### config.mk
export PLATFORM = sky130hd
export DESIGN_NAME = fifo_burst_reader
export DESIGN_NICKNAME = d
export VERILOG_FILES = /design/src/rtl/fifo_burst_reader.sv
export SDC_FILE = /design/constraint.sdc
export NUM_CORES = 1
export LEC_CHECK = 0
export ABC_AREA = 1
export CAP_MARGIN = 40
export CORE_UTILIZATION = 55
export DETAILED_ROUTE_END_ITERATION = 8
export PLACE_DENSITY = 0.79
export REMOVE_ABC_BUFFERS = 1
export SLEW_MARGIN = 10
export SYNTH_ARGS = -nofsm -noshare
export SYNTH_HDL_FRONTEND = slang
export SYNTH_SLANG_ARGS = --single-unit
### constraint.sdc
create_clock -name clk -period 2.51 [get_ports clk]
set_clock_uncertainty 0.2 [all_clocks]
set_input_delay 0.6275 -clock clk [delete_from_list [all_inputs] [get_ports clk]]
set_output_delay 0.6275 -clock clk [all_outputs]
set_load 0.05 [all_outputs]
### src/rtl/fifo_burst_reader.sv
// -----------------------------------------------------------------------------
// fifo_burst_reader
//
// Read-side drain stage placed directly after a synchronous FIFO. It pops
// words through the FIFO read port, absorbs the FIFO's one-cycle read latency,
// and re-times the words into a valid/ready stream through a 3-entry skid
// buffer. The stream is grouped into fixed-length bursts; out_last flags the
// final word of every burst. One word per cycle is sustained, and no word is
// lost under downstream backpressure.
//
// Parameters
//   WIDTH      data word width (must match the upstream FIFO)
//   BURST_LEN  words per burst, >= 1
//
// Ports
//   clk          in   single clock, rising edge
//   rst          in   asynchronous reset, active-low
//   enable       in   permission to start or continue bursts
//   fifo_empty   in   FIFO empty flag
//   fifo_r_en    out  FIFO pop request (never high while fifo_empty)
//   fifo_dout    in   FIFO read data, valid the cycle after an accepted pop
//   out_valid    out  output word valid
//   out_ready    in   downstream accept
//   out_data     out  output word (head of the skid buffer)
//   out_last     out  last word of a burst, qualified by out_valid
//   busy         out  FSM is not idle
//   bursts_done  out  count of completed output bursts, wraps at 16 bits
// -----------------------------------------------------------------------------
module fifo_burst_reader #(
  parameter int WIDTH     = 16,
  parameter int BURST_LEN = 4
) (
  input  logic             clk,
  input  logic             rst,
  input  logic             enable,
  input  logic             fifo_empty,
  output logic             fifo_r_en,
  input  logic [WIDTH-1:0] fifo_dout,
  output logic             out_valid,
  input  logic             out_ready,
  output logic [WIDTH-1:0] out_data,
  output logic             out_last,
  output logic             busy,
  output logic [15:0]      bursts_done
);

  // Burst index counters need at least one bit, even for BURST_LEN = 1.
  localparam int                IDX_W    = (BURST_LEN > 1) ? $clog2(BURST_LEN) : 1;
  localparam logic [IDX_W-1:0]  IDX_LAST = IDX_W'(BURST_LEN - 1);
  localparam int                DEPTH    = 3;

  typedef enum logic [1:0] {
    ST_IDLE  = 2'd0,
    ST_BURST = 2'd1,
    ST_FLUSH = 2'd2
  } state_t;

  // ---------------------------------------------------------------------------
  // State
  // ---------------------------------------------------------------------------
  state_t             state_q,       state_d;
  logic [1:0]         occ_q,         occ_d;
  logic               inflight_q,    inflight_d;
  logic [IDX_W-1:0]   pop_idx_q,     pop_idx_d;
  logic [IDX_W-1:0]   out_idx_q,     out_idx_d;
  logic [1:0]         head_q,        head_d;
  logic [1:0]         tail_q,        tail_d;
  logic [WIDTH-1:0]   buf_q [DEPTH];
  logic [WIDTH-1:0]   buf_d [DEPTH];
  logic [15:0]        bursts_done_q, bursts_done_d;

  // Per-cycle events
  logic capture;   // word from the FIFO lands in the skid buffer this cycle
  logic beat;      // output word accepted downstream this cycle
  logic credit_ok; // room for one more word, counting the one in flight

  function automatic logic [1:0] next_ptr(input logic [1:0] p);
    return (p == 2'(DEPTH - 1)) ? 2'd0 : p + 2'd1;
  endfunction

  // ---------------------------------------------------------------------------
  // Output stream and pop request
  // ---------------------------------------------------------------------------
  // NOTE: every signal assigned in an always_comb gets a value on every path
  // (defaults first) so that no latch is inferred.
  always_comb begin
    out_valid = (occ_q != 2'd0);
    out_data  = buf_q[head_q];
    out_last  = out_valid && (out_idx_q == IDX_LAST);
    beat      = out_valid && out_ready;
    capture   = inflight_q;
    busy      = (state_q != ST_IDLE);

    // A word still travelling out of the FIFO already owns a buffer slot. The
    // same-cycle output beat is deliberately not credited, which keeps the
    // pop decision independent of out_ready (no combinational ready path to
    // the FIFO).
    credit_ok = ({1'b0, occ_q} + {2'b00, inflight_q}) < 3'd3;
    fifo_r_en = (state_q == ST_BURST) && !fifo_empty && credit_ok;
  end

  // ---------------------------------------------------------------------------
  // Skid buffer: circular, head = oldest word, tail = next free slot
  // ---------------------------------------------------------------------------
  always_comb begin
    buf_d  = buf_q;
    head_d = head_q;
    tail_d = tail_q;
    occ_d  = occ_q;

    if (capture) begin
      buf_d[tail_q] = fifo_dout;
      tail_d        = next_ptr(tail_q);
    end
    if (beat) begin
      head_d = next_ptr(head_q);
    end

    // Simultaneous capture and beat leave the occupancy unchanged. The credit
    // check on popping guarantees capture never overfills the buffer.
    unique case ({capture, beat})
      2'b10:   occ_d = occ_q + 2'd1;
      2'b01:   occ_d = occ_q - 2'd1;
      default: occ_d = occ_q;
    endcase

    // The FIFO presents popped data exactly one cycle later.
    inflight_d = fifo_r_en;
  end

  // ---------------------------------------------------------------------------
  // Pop-side FSM: counts pops per burst and decides whether to continue
  // ---------------------------------------------------------------------------
  always_comb begin
    state_d   = state_q;
    pop_idx_d = pop_idx_q;

    unique case (state_q)
      ST_IDLE: begin
        if (enable && !fifo_empty) begin
          state_d   = ST_BURST;
          pop_idx_d = '0;
        end
      end

      ST_BURST: begin
        // An empty FIFO simply stalls the burst; once started, a burst always
        // pops all BURST_LEN words even if enable falls part way through.
        if (fifo_r_en) begin
          if (pop_idx_q == IDX_LAST) begin
            pop_idx_d = '0;
            if (!enable) begin
              state_d = ST_FLUSH;
            end
          end else begin
            pop_idx_d = pop_idx_q + IDX_W'(1);
          end
        end
      end

      ST_FLUSH: begin
        // Leave only after every popped word has been handed downstream.
        if ((occ_q == 2'd0) && !inflight_q) begin
          state_d = ST_IDLE;
        end
      end

      default: begin
        state_d   = ST_IDLE;
        pop_idx_d = '0;
      end
    endcase
  end

  // ---------------------------------------------------------------------------
  // Emission-side counters
  // ---------------------------------------------------------------------------
  always_comb begin
    out_idx_d     = out_idx_q;
    bursts_done_d = bursts_done_q;

    if (beat) begin
      out_idx_d = (out_idx_q == IDX_LAST) ? '0 : out_idx_q + IDX_W'(1);
      if (out_last) begin
        bursts_done_d = bursts_done_q + 16'd1;
      end
    end

    bursts_done = bursts_done_q;
  end

  // ---------------------------------------------------------------------------
  // Registers
  // ---------------------------------------------------------------------------
  // NOTE: sequential state is updated with non-blocking assignments only, so
  // every flop samples the pre-edge value of every other flop.
  always_ff @(posedge clk or negedge rst) begin
    if (!rst) begin
      state_q       <= ST_IDLE;
      occ_q         <= 2'd0;
      inflight_q    <= 1'b0;
      pop_idx_q     <= '0;
      out_idx_q     <= '0;
      head_q        <= 2'd0;
      tail_q        <= 2'd0;
      bursts_done_q <= 16'd0;
      // NOTE: the buffer storage is reset too; out_data shows the head entry
      // and must read as zero straight out of reset.
      for (int i = 0; i < DEPTH; i++) begin
        buf_q[i] <= '0;
      end
    end else begin
      state_q       <= state_d;
      occ_q         <= occ_d;
      inflight_q    <= inflight_d;
      pop_idx_q     <= pop_idx_d;
      out_idx_q     <= out_idx_d;
      head_q        <= head_d;
      tail_q        <= tail_d;
      bursts_done_q <= bursts_done_d;
      buf_q         <= buf_d;
    end
  end

endmodule

# == After elaboration in Yosys (flattened, before gate mapping) ==
# Index checks and enable logic that the tools add are counted.
# word_totals
out_inout_bits,36
ff_bits,77
# op_classes
n_lt_le_gt_ge,4
muxes,20
n_eq_ne,13
add_sub_neg,8
n_bitwise,3
n_reduce_logical,17
# op_table
operator,n
$bwmux 48,1
$mux 16,3
$bmux 16 s2,1
$demux 16 s2,1
$mux 2,11
$add 16x1->16 const B,1
$eq 2x2->1 const B,6
$pmux 2 s3,2
$add 2x1->2 const B,5
$ne 2x2->1 const B,4
$logic_and 1x1->1,7
$ge 3x3->1 const B,2
$not 2->3,2
$reduce_bool 2->1,3
$reduce_and 5->1,1
$eq 2x1->1 const B,2
$logic_not 2->1,2
$pmux 2 s2,1
$add 2x1->3,1
$lt 3x1->1 const B,1
$lt 3x2->1 const B,1
$reduce_and 3->1,1
$logic_not 1->1,2
$ne 2x1->1 const B,1
other kinds (3),3

# == Logic depth before layout (Yosys ltp) ==
# Gate-level depths: netlist of run 1.
# depth
depth_word,6
depth_mapped,10
mapped_depth_nobuf,10

# == Least setup slack after synthesis of run 1 ==
# Ideal clock, no wire load.
# synth_timing
path_kind,register -> output
from,register occ_q[0]
to,output fifo_r_en
t_required_ns,1.683
n_path_buf,0
t_arrival_ns,1.718
path_stages_with_launch,6
slack_ns,-0.035
path_cell_list,dfrtp_1 -> ha_1 -> ha_1 -> nand2_1 -> nand2_1 -> nor2_1
# synth_between
elab_chain_cells,3
# synth_lines
item,line_no,source
"start, declared",62,"logic [1:0] occ_q, occ_d;"
"start signal, assigned",200,occ_q <= 2'd0;
"start signal, assigned",214,occ_q <= occ_d;
$add 2x1->3,98,"credit_ok = ({1'b0, occ_q} + {2'b00, inflight_q}) < 3'd3;"
$lt 3x2->1,98,
$logic_and 1x1->1,99,fifo_r_en = (state_q == ST_BURST) && !fifo_empty && credit_ok;
"end, declared",37,"output logic fifo_r_en,"
# No other way between the ends.

# == Final worst setup path of run 1 ==
# layout_timing
from,"register bursts_done_q[13], in the netlist bursts_done[13]"
to,output bursts_done[13]
# layout_lines
item,line_no,source
"start, declared",70,"logic [15:0] bursts_done_q, bursts_done_d;"
"start signal, assigned",220,bursts_done_q <= bursts_done_d;
"end, declared",44,output logic [15:0] bursts_done
# No word-level cell between the ends.

==> impl_metrics.ini, run 1 <==
[floorplan]
core_area_um2 = 6350
die_w_um = 83.1
ios = 57
die_area_um2 = 6900
die_h_um = 83.1
initial_core_util = 0.570
num_rows = 29

[clocking]
path_clk_slew_ps = 80
tritoncts = built
cts_hold_buffers = 0
worst_skew_pair.late_latency_ps = 340
cts-root-buf = clkbuf_8
clock_sinks = 77
cts_made_buffers = 9
clock_path_buffers = 2
htree_levels = 3

[pwr]
total_power_mw = 7.18
p_sw_mw = 3.10
cell_internal_pwr_mw = 4.08
p_per_area_nw_per_um2 = 1490
p_sw_frac = 0.432
p_leak_nw = 2.34
combPwrFrac = 0.553
clkPwrFrac = 0.154
pwr-share-seq = 0.293
ir_drop_mv = 1.35

[global_route]
grt_pass1_wl_um = 13600
grt_pass1_vias = 3079
antenna_found_initial = 0
track_usage = 0.248
grt_max_degree = 44
grt_overflow = 0

[setup_path]
slowest_delay_ps = 840
crit_buf_inv = 1
crit_slowest_cell = clkdlybuf4s50_1
r2r-start = occ_q[0]
arrival_ps = 1630
worst-setup-path-type = register to output port
reg2reg_to = occ_q[1]
crit_path_end_kind = output port
reg2reg_depth = 7
startpoint_type = register
cp_top_family = buffers and inverters
cp_cell_sequence = clkdlybuf4s50_1
r2r_slack_ps = 590
crit_required_ps = 1680
cp_max_fo = 6

[detailed_routing]
detail_route.iter0.violations = 170
drcViolationCount = 0
wire_per_inst_um = 13.6
dr.pass1.iters = 4
drt-total-wl_um = 8030
num_vias = 3136
ant_nets = 0
viasPerCell = 5.32

[synthesis]
synth_area_per_cell_um2 = 8.18
syn_inst = 442
synth_warnings = 0
synth_cell_types = 26
synth_seq_area_share = 0.533
synthesis.area_um2 = 3620
ys_ff_latch = 77

[timing]
fin_ws_ps = 53.6
report.final.slew_viol_count = 0
hold_viol_final = 0
worstMarginPinSlew_ps = 504
maxSlewHeadroom = 0.663
final-setup-viol-count = 0
fin_crit_sh = 0.979
clock.fmax_ghz = 0.407
fin_crit_ps = 2460

[cells_and_area]
fill_cells = 476
diodes = 0
final_core_util = 0.758
nets = 536
area_delta_synth_final_pct = 33.1
final_cells = 590
drive_gt1_frac = 0.133
fin_area_um2 = 4810

[placement]
place_inst = 572
dp_hpwl_um = 5330
post-place-ws_ps = 32.7
place_area_um2 = 4500
gp_congestion = 0.818
io_buffers = 56

[worst_hold_path]
hp-class = input pin to async pin

[job]
max_cap_viol_count = 0

[status]
outcome = finished clean
[cells in the mapped netlist]
cell / n / area (um^2)
xor2_1: 8 / 70.1
nor2_4: 2 / 22.5
ha_1: 6 / 75.1
xnor2_1: 2 / 17.5
nor3_1: 1 / 5.00
nor2_8: 1 / 20.0
nor3_4: 1 / 16.3
nand3b_1: 1 / 7.51
clkbuf_1: 11 / 41.3
nand3_2: 1 / 10.0
o21bai_1: 1 / 7.51
inv_2: 3 / 11.3
buf_2: 3 / 15.0
nor2_1: 28 / 105
nor2_2: 2 / 12.5
o21ai_0: 57 / 285
o21ai_1: 3 / 15.0
nand2_2: 1 / 6.26
nand3_1: 41 / 205
dfrtp_1: 77 / 1930
nand2_1: 147 / 552
inv_1: 38 / 143
o21a_1: 1 / 7.51
nand4_1: 3 / 18.8
nand2_4: 1 / 11.3
a21oi_1: 2 / 10.0
[flip-flops by register name (all words and copies together) (netlist names)]
register and cells:
bursts_done 16, pop_idx_q 2, head_q 2, buf_q 48, tail_q 2, capture 1
occ_q 2, out_idx_q 2, state_q 2
[placed cells by master (no fill, tap or decap), types with 2 or more instances in the layout]
| cell | n |
|---|---|
| nand2_1 | 146 |
| dfrtp_1 | 76 |
| o21ai_0 | 57 |
| nand3_1 | 40 |
| inv_1 | 38 |
| clkdlybuf4s50_1 | 35 |
| nor2_1 | 26 |
| buf_12 | 20 |
| buf_4 | 12 |
| clkbuf_8 | 9 |
| xor2_1 | 8 |
| nor2_4 | 5 |
| ha_1 | 4 |
| inv_2 | 3 |
| nand4_1 | 3 |
| o21ai_1 | 3 |
| bufinv_16 | 3 |
| nand3_2 | 2 |
| nand2_2 | 2 |
| xnor2_1 | 2 |
| a21oi_1 | 2 |
| clkinv_4 | 2 |
| buf_6 | 2 |
[power by group through the flow]
stage                     combinational, mW  sequential [mW]  clock (mW)
after floorplan                        2.02             2.22           0
after global placement                 3.77             2.10           0
final                                  3.97             2.10        1.11
after CTS                              3.94             2.09        1.13
after detailed placement               3.86             2.12           0
after global routing                   4.26             2.17        1.18
[metal layers]
metal / vias up / routed length [um] / part of all wire / GRT usage
met3: 11 / 341 / 0.042 / 0.0417
li1: 1544 / - / - / -
met1: 1504 / 3480 / 0.43 / 0.301
met2: 77 / 4080 / 0.51 / 0.432
met5: - / 0 / 0 / 0
met4: 0 / 128 / 0.016 / 0.114
[cell families after synthesis]
family | count (synthesis) | share of synthesized area
AOI/OAI and AO/OA | 64 | 0.0899
DFF | 77 | 0.533
buffers and inverters | 55 | 0.0581
and+or+nand+nor | 230 | 0.274
xor gates and xnor gates | 10 | 0.0242
adders and majority gates | 6 | 0.0208
[area by class of cell]
class                      count  area, um^2  area share
multi-input combinational    310        1520       0.316
timing repair buffer          70         876       0.182
clock inverter                 6         113      0.0234
sequential                    77        1930       0.401
clock buffer                   9         124      0.0257
tap                           77        96.3      0.0200
inverter                      41         154      0.0320
[timing repair]
item                                    in CTS  in global routing
buffers inserted                             2                  0
endpoints found under the setup margin       2                 18
gates resized for setup                      5                 10
pin swaps                                    1                  3
cloned                                       0                  1
[worst max-delay path by stage]
stage	startpoint	to	slack [ps]	depth (start not counted)
after floorplan	occ_q[0]	fifo_r_en	-40	5
after global placement	fifo_empty	fifo_r_en	60	5
after detailed placement	fifo_empty	fifo_r_en	30	5
after CTS	occ_q[0]	fifo_r_en	3	6
after global routing	head_q[0]	out_data[2]	-2	6
final	bursts_done[13]	bursts_done[13]	50	1
[per-stage QoR]
| stage | TNS, ps | hold slack (ps) |
|---|---|---|
| final | 0 | 29.5 |
| after global routing | -2.12 | 59.1 |
| after CTS | 0 | 38.2 |
| after detailed placement | 0 | 274 |
| after global placement | 0 | 266 |
| after floorplan | -35.1 | 132 |
Power figures use the tool's default switching activity.
==> inputs of run 2 (changes only) <==
- GPL_TIMING_DRIVEN: not set -> 0
==> run 2 against run 1 <==
  * Non-clock buffer count is 6 higher
  * Fmax decreased by 0.25%
  * Sequential share of layout area grew 1.9 points
  * Hold slack gained 260 ps
  * Sequential power barely moved
  * Combinational power is 19% lower
  * Routed wire length is 3.4% lower
  * Sequential cell count unchanged
  * Worst setup slack got worse by 6.3 ps
  * Critical path type unchanged
  * Largest power group unchanged
==> impl_metrics.ini, run 2 (synthesis results as in run 1) <==
[worst_hold_path]
hp-class = register to register

[timing]
fin_crit_sh = 0.981
clock.fmax_ghz = 0.406
fin_crit_ps = 2460
fin_ws_ps = 47.3
final-setup-viol-count = 0
worstMarginPinSlew_ps = 571
report.final.slew_viol_count = 0
hold_viol_final = 0
maxSlewHeadroom = 0.618

[cells_and_area]
top_register = buf_q
layout_commonest_cell = nand2_1
final_core_util = 0.725
largest_reg_flops = 48
final_cell_mix = nand2_1 (146), dfrtp_1 (74), o21ai_0 (57), nand3_1 (41), inv_1 (38)
area_delta_synth_final_pct = 27.3
diodes = 0
drive_gt1_frac = 0.142
nets = 542

[setup_path]
crit_slowest_cell = clkdlybuf4s50_1
arrival_ps = 1640
worst-setup-path-type = register to output port
startpoint_type = register
slowest_delay_ps = 850
crit_buf_inv = 1
crit_required_ps = 1680
cp_max_fo = 6
cp_top_family = buffers and inverters
crit_path_end_kind = output port
cp_cell_sequence = clkdlybuf4s50_1

[floorplan]
die_area_um2 = 6900
die_w_um = 83.1
initial_core_util = 0.570
core_area_um2 = 6350
die_h_um = 83.1
num_rows = 29
ios = 57

[detailed_routing]
viasPerCell = 5.18
drcViolationCount = 0
detail_route.iter0.violations = 202
drt-total-wl_um = 7760
wire_per_inst_um = 13.0
dr.pass1.iters = 5
ant_nets = 0
num_vias = 3091

[clocking]
clock_path_buffers = 2
path_clk_slew_ps = 80
cts_made_buffers = 9
clock_sinks = 77
cts-root-buf = clkbuf_8
worst_skew_pair.late_latency_ps = 350
htree_levels = 3
tritoncts = built

[placement]
post-place-ws_ps = -902
dp_hpwl_um = 5140
io_buffers = 56
gp_congestion = 0.795

[global_route]
track_usage = 0.242
grt_pass1_wl_um = 13300
antenna_found_initial = 0
grt_max_degree = 65
grt_pass1_vias = 2995
grt_overflow = 0

[pwr]
ir_drop_mv = 0.924
p_leak_nw = 2.27
p_per_area_nw_per_um2 = 1350

[status]
outcome = finished clean

[job]
max_cap_viol_count = 0
-- run 2: cell types whose count changed in the layout (fill, tap and decap cells not counted), moves of 3 or more --
cell       previous run  this run
buf_12               20         0
clkbuf_4              0         4
buf_2                 0         7
bufinv_16             3         0
buf_4                12        21
-- run 2: what timing repair did --
action,in CTS,in global routing
hold buffers,1,0
hold endpoints to repair,13,0
pin swaps,3,4
setup endpoints to repair,20,17
setup buffers,9,5
gates resized for setup,108,7
-- run 2: through the flow --
stage,area (um^2),hold slack (ps),total power [mW],std cells,setup TNS [ps]
after CTS,4530,292,6.14,592,0
final,4610,289,6.22,597,0
after global placement,4220,266,5.14,561,-170230
after global routing,4610,316,6.65,597,-11.6
after floorplan,3560,132,4.24,428,-35.1
after detailed placement,4310,273,5.29,566,-13500
-- run 2: layout make-up --
| cell class | instances | area (um^2) |
|---|---|---|
| sequential | 77 | 1930 |
| clock inverter | 6 | 46.3 |
| timing repair buffer | 76 | 708 |
| clock buffer | 10 | 138 |
| tap | 77 | 96.3 |
| fill | 494 | 1740 |
| inverter | 41 | 156 |
| multi-input combinational | 310 | 1530 |
-- run 2: worst paths after layout --
| check | from | endpoint | slack [ps] | depth (start not counted) |
|---|---|---|---|---|
| min in group asynchronous | rst | bursts_done[7] | 470 | 2 |
| worst min-delay path | buf_q[18] | buf_q[18] | 290 | 2 |
| worst max-delay path | bursts_done[13] | bursts_done[13] | 50 | 1 |
| worst min register to register | buf_q[18] | buf_q[18] | 290 | 2 |
| max in group asynchronous | rst | head_q[0] | 1070 | 3 |
| worst max register to register | occ_q[0] | occ_q[1] | 580 | 7 |
-- run 2: per-layer routing --
metal | vias to the layer above | track usage | routed length [um] | share of wire
met5 | - | 0 | 0 | 0
met3 | 13 | 0.0457 | 358 | 0.046
met4 | 0 | 0.102 | 136 | 0.018
li1 | 1555 | - | - | -
met1 | 1448 | 0.311 | 3490 | 0.45
met2 | 75 | 0.404 | 3770 | 0.49
-- run 2: power by group --
part           switching (mW)  internal (mW)
sequential              0.348           1.78
clock                   0.476          0.391
combinational            2.16           1.07
total                    2.98           3.24
==> inputs of run 3 (changes only) <==
- CORE_UTILIZATION: 55 -> 46
- CTS_CLUSTER_DIAMETER: not set -> 80
- PLACE_DENSITY: 0.79 -> 0.68
- clock period: 2.51 -> 2.45 ns (I/O delays scaled with it)
==> run 3 against run 2 <==
  * The flow now finishes with violations (setup timing)
  * Register-to-register slack worse by 100 ps
  * Sequential power up 2%
  * Die area increased by 19%
  * Largest cell class unchanged
==> impl_metrics.ini, run 3 (synthesis results as in run 1) <==
[cells_and_area]
nets = 542
diodes = 0
final_cells = 619
top_register = buf_q
drive_gt1_frac = 0.163
largest_reg_flops = 48
final_core_util = 0.646
area_delta_synth_final_pct = 32.3
layout_commonest_cell = nand2_1
final_cell_mix = nand2_1 (145), dfrtp_1 (74), o21ai_0 (57), inv_1 (38), nand3_1 (31)
fin_area_um2 = 4790

[detailed_routing]
viasPerCell = 5.01
drcViolationCount = 0
ant_nets = 0
dr.pass1.iters = 6
wire_per_inst_um = 13.3
detail_route.iter0.violations = 190
drt-total-wl_um = 8260
num_vias = 3104

[timing]
hold_slack_ps = 7.61
fin_crit_ps = 2460
maxSlewHeadroom = 0.654
report.final.slew_viol_count = 0
fin_setup_tns_ps = -9.61
fin_ws_ps = -9.61
clock.fmax_ghz = 0.407
final-setup-viol-count = 1
fin_crit_sh = 1.00
worstMarginPinSlew_ps = 518
hold_viol_final = 0
rsz0062_at_grt = true

[worst_hold_path]
hp-class = input pin to async pin

[clocking]
path_clk_slew_ps = 80
cts-root-buf = clkbuf_8
worst_skew_pair.late_latency_ps = 350
tritoncts = built
htree_levels = 3
clock_sinks = 77
clock_path_buffers = 2
cts_made_buffers = 9

[pwr]
pwr-share-seq = 0.320
p_leak_nw = 2.55
clkPwrFrac = 0.139
combPwrFrac = 0.541
ir_drop_mv = 0.718
p_sw_frac = 0.466
total_power_mw = 6.79
cell_internal_pwr_mw = 3.63
p_per_area_nw_per_um2 = 1420
p_sw_mw = 3.16

[setup_path]
r2r-start = occ_q[0]
startpoint_type = register
crit_required_ps = 1640
worst-setup-path-type = register to output port
slowest_delay_ps = 410
arrival_ps = 1650
r2r_slack_ps = 480
crit_buf_inv = 1
cp_top_family = adder cells
cp_common_cell = nand2_2
cp_max_fo = 3
crit_path_end_kind = output port
cp_cell_sequence = ha_2, ha_1, nand2_2, nand2_2, nor2_4, buf_8
critPathLaunch = occ_q[0]
crit_slowest_cell = dfrtp_2

[global_route]
grt_pass1_wl_um = 14100
grt_pass1_vias = 3024
grt_overflow = 0
antenna_found_initial = 0
grt_max_degree = 45
track_usage = 0.219

[floorplan]
core_area_um2 = 7410
num_rows = 31
initial_core_util = 0.488
die_h_um = 90.7
ios = 57
die_area_um2 = 8220
die_w_um = 90.7

[placement]
gp_congestion = 0.764
post-place-ws_ps = -868
dp_hpwl_um = 5110
place_inst = 588
io_buffers = 56
place_area_um2 = 4340

[status]
outcome = finished, violations left
violations = setup timing

[job]
max_cap_viol_count = 0
==> run 3: changes by cell type in the layout (fill, tap and decap cells not counted), moves of 4 or more <==
| cell | previous run | this run |
|---|---|---|
| clkbuf_4 | 4 | 0 |
| buf_6 | 1 | 9 |
| buf_8 | 2 | 7 |
| nand3_1 | 41 | 31 |
| buf_4 | 21 | 13 |
| dlymetal6s2s_1 | 0 | 11 |
| clkdlybuf4s50_1 | 35 | 22 |
| nand3_2 | 1 | 11 |
==> run 3: power groups by stage <==
| stage | Combinational, mW | Clock [mW] | Sequential, mW |
|---|---|---|---|
| after floorplan | 2.07 | 0 | 2.27 |
| after global placement | 3.10 | 0 | 2.20 |
| after detailed placement | 3.20 | 0 | 2.22 |
| after CTS | 3.36 | 0.972 | 2.16 |
| after global routing | 3.98 | 1.03 | 2.25 |
| final | 3.67 | 0.943 | 2.17 |
==> run 3: layout make-up <==
cell class,count,area (um^2)
clock buffers,10,128
clock inverters,6,61.3
fillers,631,2620
inverters,41,159
multi-input cells,310,1560
flip-flops and latches,77,1930
well taps,99,124
repair buffers,76,822
==> run 3: what timing repair did <==
| action | in CTS | in global routing |
|---|---|---|
| buffers inserted | 10 | 5 |
| hold buffers | 0 | 0 |
| pin swaps | 5 | 2 |
| setup endpoints to repair | 22 | 26 |
| gates resized for setup | 116 | 45 |
==> run 3: worst paths after layout <==
kind                                 to  cells after the start
max reg2reg                    occ_q[1]                      7
min in group clk           out_idx_q[1]                      2
min reg2reg                out_idx_q[1]                      2
max                           fifo_r_en                      6
max in group asynchronous     head_q[0]                      2
min                        pop_idx_q[1]                      1
==> run 3: layer usage <==
layer | wire length [um] | global-route usage | vias up
li1 | - | - | 1555
met1 | 3690 | 0.275 | 1452
met2 | 4040 | 0.366 | 85
met3 | 356 | 0.0556 | 12
met4 | 170 | 0.0753 | 0
met5 | 0 | 0 | -
